==> src/rtl/byte_serializer_if.sv <==
// ---------------------------------------------------------------------------
// byte_serializer_if
// Purpose : Groups the frame-load and byte-stream handshake signals of
//           byte_serializer so the design and its environment share one bundle.
// Signals : i_Data  [47:0] frame word, byte k is i_Data[8k+7:8k]
//           i_Load         start strobe, honoured only while the serializer idles
//           i_Ready        sink accepts the offered byte when o_Valid is also high
//           o_Data  [7:0]  byte currently offered
//           o_Addr  [2:0]  index of the offered byte (BYTE_COUNT for the checksum)
//           o_Valid        o_Data/o_Addr hold a valid byte
//           o_Busy         frame in progress, up to and including the o_Done cycle
//           o_Done         one-cycle pulse after the last byte is accepted
// Modports: slave  - seen by the serializer
//           master - seen by whatever drives the serializer
// ---------------------------------------------------------------------------
interface byte_serializer_if;
  logic [47:0] i_Data;
  logic        i_Load;
  logic        i_Ready;
  logic [7:0]  o_Data;
  logic [2:0]  o_Addr;
  logic        o_Valid;
  logic        o_Busy;
  logic        o_Done;

  modport slave (
    input  i_Data, i_Load, i_Ready,
    output o_Data, o_Addr, o_Valid, o_Busy, o_Done
  );

  modport master (
    output i_Data, i_Load, i_Ready,
    input  o_Data, o_Addr, o_Valid, o_Busy, o_Done
  );
endinterface

==> src/rtl/byte_serializer.sv <==
// ---------------------------------------------------------------------------
// byte_serializer
// Purpose : Captures a 48-bit word on i_Load and streams its low BYTE_COUNT
//           bytes LSB-first over a valid/ready handshake, then pulses o_Done.
//           Defining SERIALIZER_CHECKSUM_EN appends one extra byte, the XOR of
//           all sent bytes, presented at address BYTE_COUNT before o_Done.
// Params  : BYTE_COUNT - bytes per frame, 1..6 (default 6)
// Ports   : i_Clk   - clock, rising edge
//           i_Rst_L - synchronous active-low reset
//           bus     - byte_serializer_if.slave (load, data and handshake)
// ---------------------------------------------------------------------------
module byte_serializer #(
  parameter int BYTE_COUNT = 6
) (
  input logic            i_Clk,
  input logic            i_Rst_L,
  byte_serializer_if.slave bus
);

  localparam logic [2:0] LAST_IDX = 3'(BYTE_COUNT - 1);

`ifdef SERIALIZER_CHECKSUM_EN
  localparam logic [2:0] CSUM_ADDR = 3'(BYTE_COUNT);
  typedef enum logic [1:0] {IDLE, SEND, CSUM, DONE} state_t;
`else
  typedef enum logic [1:0] {IDLE, SEND, DONE} state_t;
`endif

  state_t      state_q, state_d;
  logic [2:0]  byteIdx_q, byteIdx_d;
  logic [47:0] shadow_q, shadow_d;
`ifdef SERIALIZER_CHECKSUM_EN
  logic [7:0]  csum_q, csum_d;
`endif
  logic [7:0]  data_q, data_d;
  logic [2:0]  addr_q, addr_d;
  logic        valid_q, valid_d;
  logic        busy_q, busy_d;
  logic        done_q, done_d;

  function automatic logic [7:0] byteAt(input logic [47:0] word, input logic [2:0] idx);
    return 8'(word >> {idx, 3'b000});
  endfunction

  // Next-state logic. The outputs are derived from the *next* state and index
  // so they can be registered and still line up with the state they describe;
  // this is what makes the first byte appear one cycle after the load edge.
  always_comb begin
    state_d   = state_q;
    byteIdx_d = byteIdx_q;
    shadow_d  = shadow_q;
`ifdef SERIALIZER_CHECKSUM_EN
    csum_d    = csum_q;
`endif

    case (state_q)
      IDLE: begin
        if (bus.i_Load) begin
          shadow_d  = bus.i_Data;
          byteIdx_d = 3'd0;
`ifdef SERIALIZER_CHECKSUM_EN
          csum_d    = 8'd0;
`endif
          state_d   = SEND;
        end
      end
      SEND: begin
        if (bus.i_Ready) begin
`ifdef SERIALIZER_CHECKSUM_EN
          csum_d = csum_q ^ byteAt(shadow_q, byteIdx_q);
`endif
          if (byteIdx_q == LAST_IDX) begin
`ifdef SERIALIZER_CHECKSUM_EN
            state_d = CSUM;
`else
            state_d = DONE;
`endif
          end else begin
            byteIdx_d = byteIdx_q + 3'd1;
          end
        end
      end
`ifdef SERIALIZER_CHECKSUM_EN
      CSUM: begin
        if (bus.i_Ready) begin
          state_d = DONE;
        end
      end
`endif
      DONE: begin
        state_d = IDLE;
      end
      default: begin
        state_d = IDLE;
      end
    endcase

    valid_d = 1'b0;
    data_d  = 8'd0;
    addr_d  = 3'd0;
    busy_d  = (state_d != IDLE);
    done_d  = (state_d == DONE);
    if (state_d == SEND) begin
      valid_d = 1'b1;
      data_d  = byteAt(shadow_d, byteIdx_d);
      addr_d  = byteIdx_d;
    end
`ifdef SERIALIZER_CHECKSUM_EN
    if (state_d == CSUM) begin
      valid_d = 1'b1;
      data_d  = csum_d;
      addr_d  = CSUM_ADDR;
    end
`endif
  end

  // State and output registers. Reset takes priority over everything,
  // so a load strobe coinciding with reset is dropped.
  always_ff @(posedge i_Clk) begin
    if (!i_Rst_L) begin
      state_q   <= IDLE;
      byteIdx_q <= 3'd0;
      shadow_q  <= 48'd0;
`ifdef SERIALIZER_CHECKSUM_EN
      csum_q    <= 8'd0;
`endif
      data_q    <= 8'd0;
      addr_q    <= 3'd0;
      valid_q   <= 1'b0;
      busy_q    <= 1'b0;
      done_q    <= 1'b0;
    end else begin
      state_q   <= state_d;
      byteIdx_q <= byteIdx_d;
      shadow_q  <= shadow_d;
`ifdef SERIALIZER_CHECKSUM_EN
      csum_q    <= csum_d;
`endif
      data_q    <= data_d;
      addr_q    <= addr_d;
      valid_q   <= valid_d;
      busy_q    <= busy_d;
      done_q    <= done_d;
    end
  end

  assign bus.o_Data  = data_q;
  assign bus.o_Addr  = addr_q;
  assign bus.o_Valid = valid_q;
  assign bus.o_Busy  = busy_q;
  assign bus.o_Done  = done_q;

endmodule

==> src/flat_wrapper.sv <==
// flat-port wrapper written by rule: the top's interface ports become plain ports
module byte_serializer_flat 
#(
  parameter int BYTE_COUNT = 6
)
  (i_Clk, i_Rst_L, bus_i_Data, bus_i_Load, bus_i_Ready, bus_o_Data, bus_o_Addr, bus_o_Valid, bus_o_Busy, bus_o_Done);
  byte_serializer_if bus_i ();
  input logic i_Clk;
  input logic i_Rst_L;
  input wire logic [$bits(bus_i.i_Data)-1:0] bus_i_Data;
  input wire logic [$bits(bus_i.i_Load)-1:0] bus_i_Load;
  input wire logic [$bits(bus_i.i_Ready)-1:0] bus_i_Ready;
  output wire logic [$bits(bus_i.o_Data)-1:0] bus_o_Data;
  output wire logic [$bits(bus_i.o_Addr)-1:0] bus_o_Addr;
  output wire logic [$bits(bus_i.o_Valid)-1:0] bus_o_Valid;
  output wire logic [$bits(bus_i.o_Busy)-1:0] bus_o_Busy;
  output wire logic [$bits(bus_i.o_Done)-1:0] bus_o_Done;
  assign bus_i.i_Data = bus_i_Data;
  assign bus_i.i_Load = bus_i_Load;
  assign bus_i.i_Ready = bus_i_Ready;
  assign bus_o_Data = bus_i.o_Data;
  assign bus_o_Addr = bus_i.o_Addr;
  assign bus_o_Valid = bus_i.o_Valid;
  assign bus_o_Busy = bus_i.o_Busy;
  assign bus_o_Done = bus_i.o_Done;
  byte_serializer #(.BYTE_COUNT(BYTE_COUNT)) u_core (.i_Clk(i_Clk), .i_Rst_L(i_Rst_L), .bus(bus_i));
endmodule
==> config.mk <==
export PLATFORM = sky130hd
export DESIGN_NAME = byte_serializer_flat
export DESIGN_NICKNAME = d
export VERILOG_FILES = /design/src/rtl/byte_serializer_if.sv /design/src/rtl/byte_serializer.sv /design/src/flat_wrapper.sv
export SDC_FILE = /design/constraint.sdc
export NUM_CORES = 1
export LEC_CHECK = 0
export CAP_MARGIN = 20
export CORE_MARGIN = 1.5
export CORE_UTILIZATION = 23
export CTS_CLUSTER_DIAMETER = 100
export DETAILED_ROUTE_END_ITERATION = 6
export MAX_ROUTING_LAYER = met4
export SYNTH_ARGS = -nofsm -noshare
export SYNTH_HDL_FRONTEND = slang
export SYNTH_SLANG_ARGS = --single-unit
==> constraint.sdc <==
create_clock -name i_Clk -period 2.1 [get_ports i_Clk]
set_input_delay 0.21 -clock i_Clk [delete_from_list [all_inputs] [get_ports i_Clk]]
set_output_delay 0.21 -clock i_Clk [all_outputs]
set_load 0.005 [all_outputs]
==> results.txt <==
Syn Nets = 448
Synth cell count leaders = nand2_1, dfxtp_1, a21boi_1, clkbuf_1
Largest net degree at the start of global routing = 54
Register area share after synthesis = 41.97%
Worst Path Max Fanout = 7
Slew Limit Headroom = 70.06%
DRC = 0
CP Data Required Time = 2.36 ns
Status = finished, final reports clean
Post-synth top area share = 41.97%
Layout area overhead = 42.64%
Vias = 3027
Post-layout min period = 2.005 ns
Final worst-path cycle share = 95.46%
Slew Viols, Final = 0
Placed Area = 4197 sq um
Die area = 14610 sq um
Chip height = 120.9 um
Fin util = 34.01%
DRT iter0 DRCs = 154
Setup-failing EPs final = 0
# rows = 42
Cts hold-fix bufs = 0
Core Region = 13400 sq um
Total CTS buffers = 9
First-pass iteration count of the detailed router = 4
IO buf count = 65
Pwr/cell area = 755.5 nW/um^2
Sum Neg Setup Slack = 0 ns
H-Tree Depth = 3
Worst Hold Depth = 3
F_max = 498.8 MHz
Synth area leader = dfxtp_1
Register clock-pin slew on the reported worst setup and hold paths = 0.06 ns
Ys async rst share = 0%
Reg2reg path depth = 8
Clk sink count = 67
WL/cell = 14.28 um
Yosys cell types = 45
Reg2reg setup slack = 0.11 ns
Final instance area = 4558 sq um
Grt ovf = 0
First-pass GRT wire length = 15240 um
N_diodes = 0
Later-pin clock latency in the skew report = 0.33 ns
Synth warn = 0
Count leader, synth = nand2_1
Top_reg_cell synth = dfxtp_1
Chip width = 120.9 um
Critical path type = input port to flip-flop
Synthesized area per cell = 8.111 sq um
Vias per Instance = 4.643
I/O pins = 66
Worst-Margin Slew = 0.4474 ns
GRT Total Usage = 13.67%
Post-route ant nets = 0
Post-synth EDFFs = 0
Mapped Area = 3196 sq um
Longest Clk Path Bufs = 2
Multi-input logic area = 1743 sq um
Initial Util = 23.85%
CP Launch Type = input port
Worst Clk Skew = 0.005311 ns
Max-capacitance violation count = 0
DPL Wire Length = 6846 um
Vias in the first global route = 3046
Flops & latches, synth = 67
Clock Tree Root = clkbuf_16
TritonCTS clock tree = yes
Arrival @ worst endpoint = 2.26 ns
Synth area leaders = dfxtp_1, nand2_1, a21boi_1
Power Total = 3.444 mW
Max rail drop VDD = 368.9 uV
Antenna violations before repair = 0
FILL cells = 1388
Mapped Cells = 394
Drt total wl = 9309 um
Fraction of layout cells with a size suffix above 1 = 13.03%
Unrepaired setup endpoints after global routing = yes
Gpl congestion = 0.8463
Final nets = 525
Hold Path Class = input port to flip-flop
Register area = 1341 sq um
Fin. Hold Viols = 0
Critical Path End Type = flip-flop
Static Leak = 1.681 nW
## final cells by class
cell class	instances	area share, %
multi-input cells	289	38.24
inverters	4	0.3294
well taps	176	4.831
flip-flops and latches	67	29.43
repair buffers	100	20.20
clock buffers	10	5.023
clock inverters	6	1.949
## cell families (layout without fill, tap and decap cells)
kind of cell	Yosys count	after routing	synth area share [%]
simple gates	158	158	22.28
compound gates	128	128	30.03
mux	1	1	0.3524
flops	67	67	41.97
buf+inv	38	120	4.581
fa+ha+maj	2	2	0.7830
## final timing paths
check | from | end
max | bus_i_Load | u_core.bus.o_Data[5]
min | bus_i_Data[8] | u_core.shadow_q[8]
max reg2reg | u_core.byteIdx_q[1] | u_core.bus.o_Data[6]
min reg2reg | u_core.shadow_q[35] | u_core.shadow_q[35]
## power breakdown
part	switching (mW)	internal, mW
combinational	0.208	0.243
clock	0.570	1.04
sequential	0.0416	1.34
## timing repair
| item | in CTS | in global routing |
|---|---|---|
| resized for setup | 0 | 9 |
| buffers inserted | 0 | 1 |
| endpoints found under the setup margin | 0 | 8 |
## registers in the layout, summed over array words and instances, names as in the netlist
register            flops
u_core.bus.o_Data       8
u_core.shadow_q        48
u_core.bus.o_Addr       3
u_core.bus.o_Busy       1
u_core.state_q          2
u_core.bus.o_Done       1
u_core.bus.o_Valid      1
u_core.byteIdx_q        3
## worst max-delay path, cell delays in order
cell and delay, ns:
clkdlybuf4s50_1 0.50, or3b_2 0.47, a32o_1 0.29, or3_4 0.38, a211o_1 0.29, a31oi_1 0.13
## through the flow
stage / setup slack (ns) / hold WS (ns) / std cells
global route: -0.007674 / 0.4393 / 652
floorplan: 0.01487 / 0.3448 / 394
CTS: 0.03617 / 0.4290 / 651
global placement: -0.2802 / 0.4411 / 635
detailed placement: -0.3054 / 0.4457 / 635
finish: 0.09529 / 0.4338 / 652
## metal layers
metal  share of wire, %  GRT usage (%)
met3                5.4          3.665
met1                 47          17.14
met5                  0              -
met4                1.9          4.632
met2                 46          21.34
## placed cells by master, fill, tap and decap left out, types with 8 or more instances in the layout
| cell | count |
|---|---|
| o21ai_0 | 15 |
| dfxtp_1 | 67 |
| clkbuf_16 | 9 |
| a211oi_1 | 8 |
| nand3_1 | 15 |
| and3_1 | 11 |
| buf_4 | 33 |
| nand2_1 | 102 |
| nor3_1 | 9 |
| a21boi_1 | 45 |
| clkdlybuf4s50_1 | 65 |
| a311o_1 | 13 |
| a21boi_0 | 10 |
Note: power is estimated with default switching activity, not from simulation.
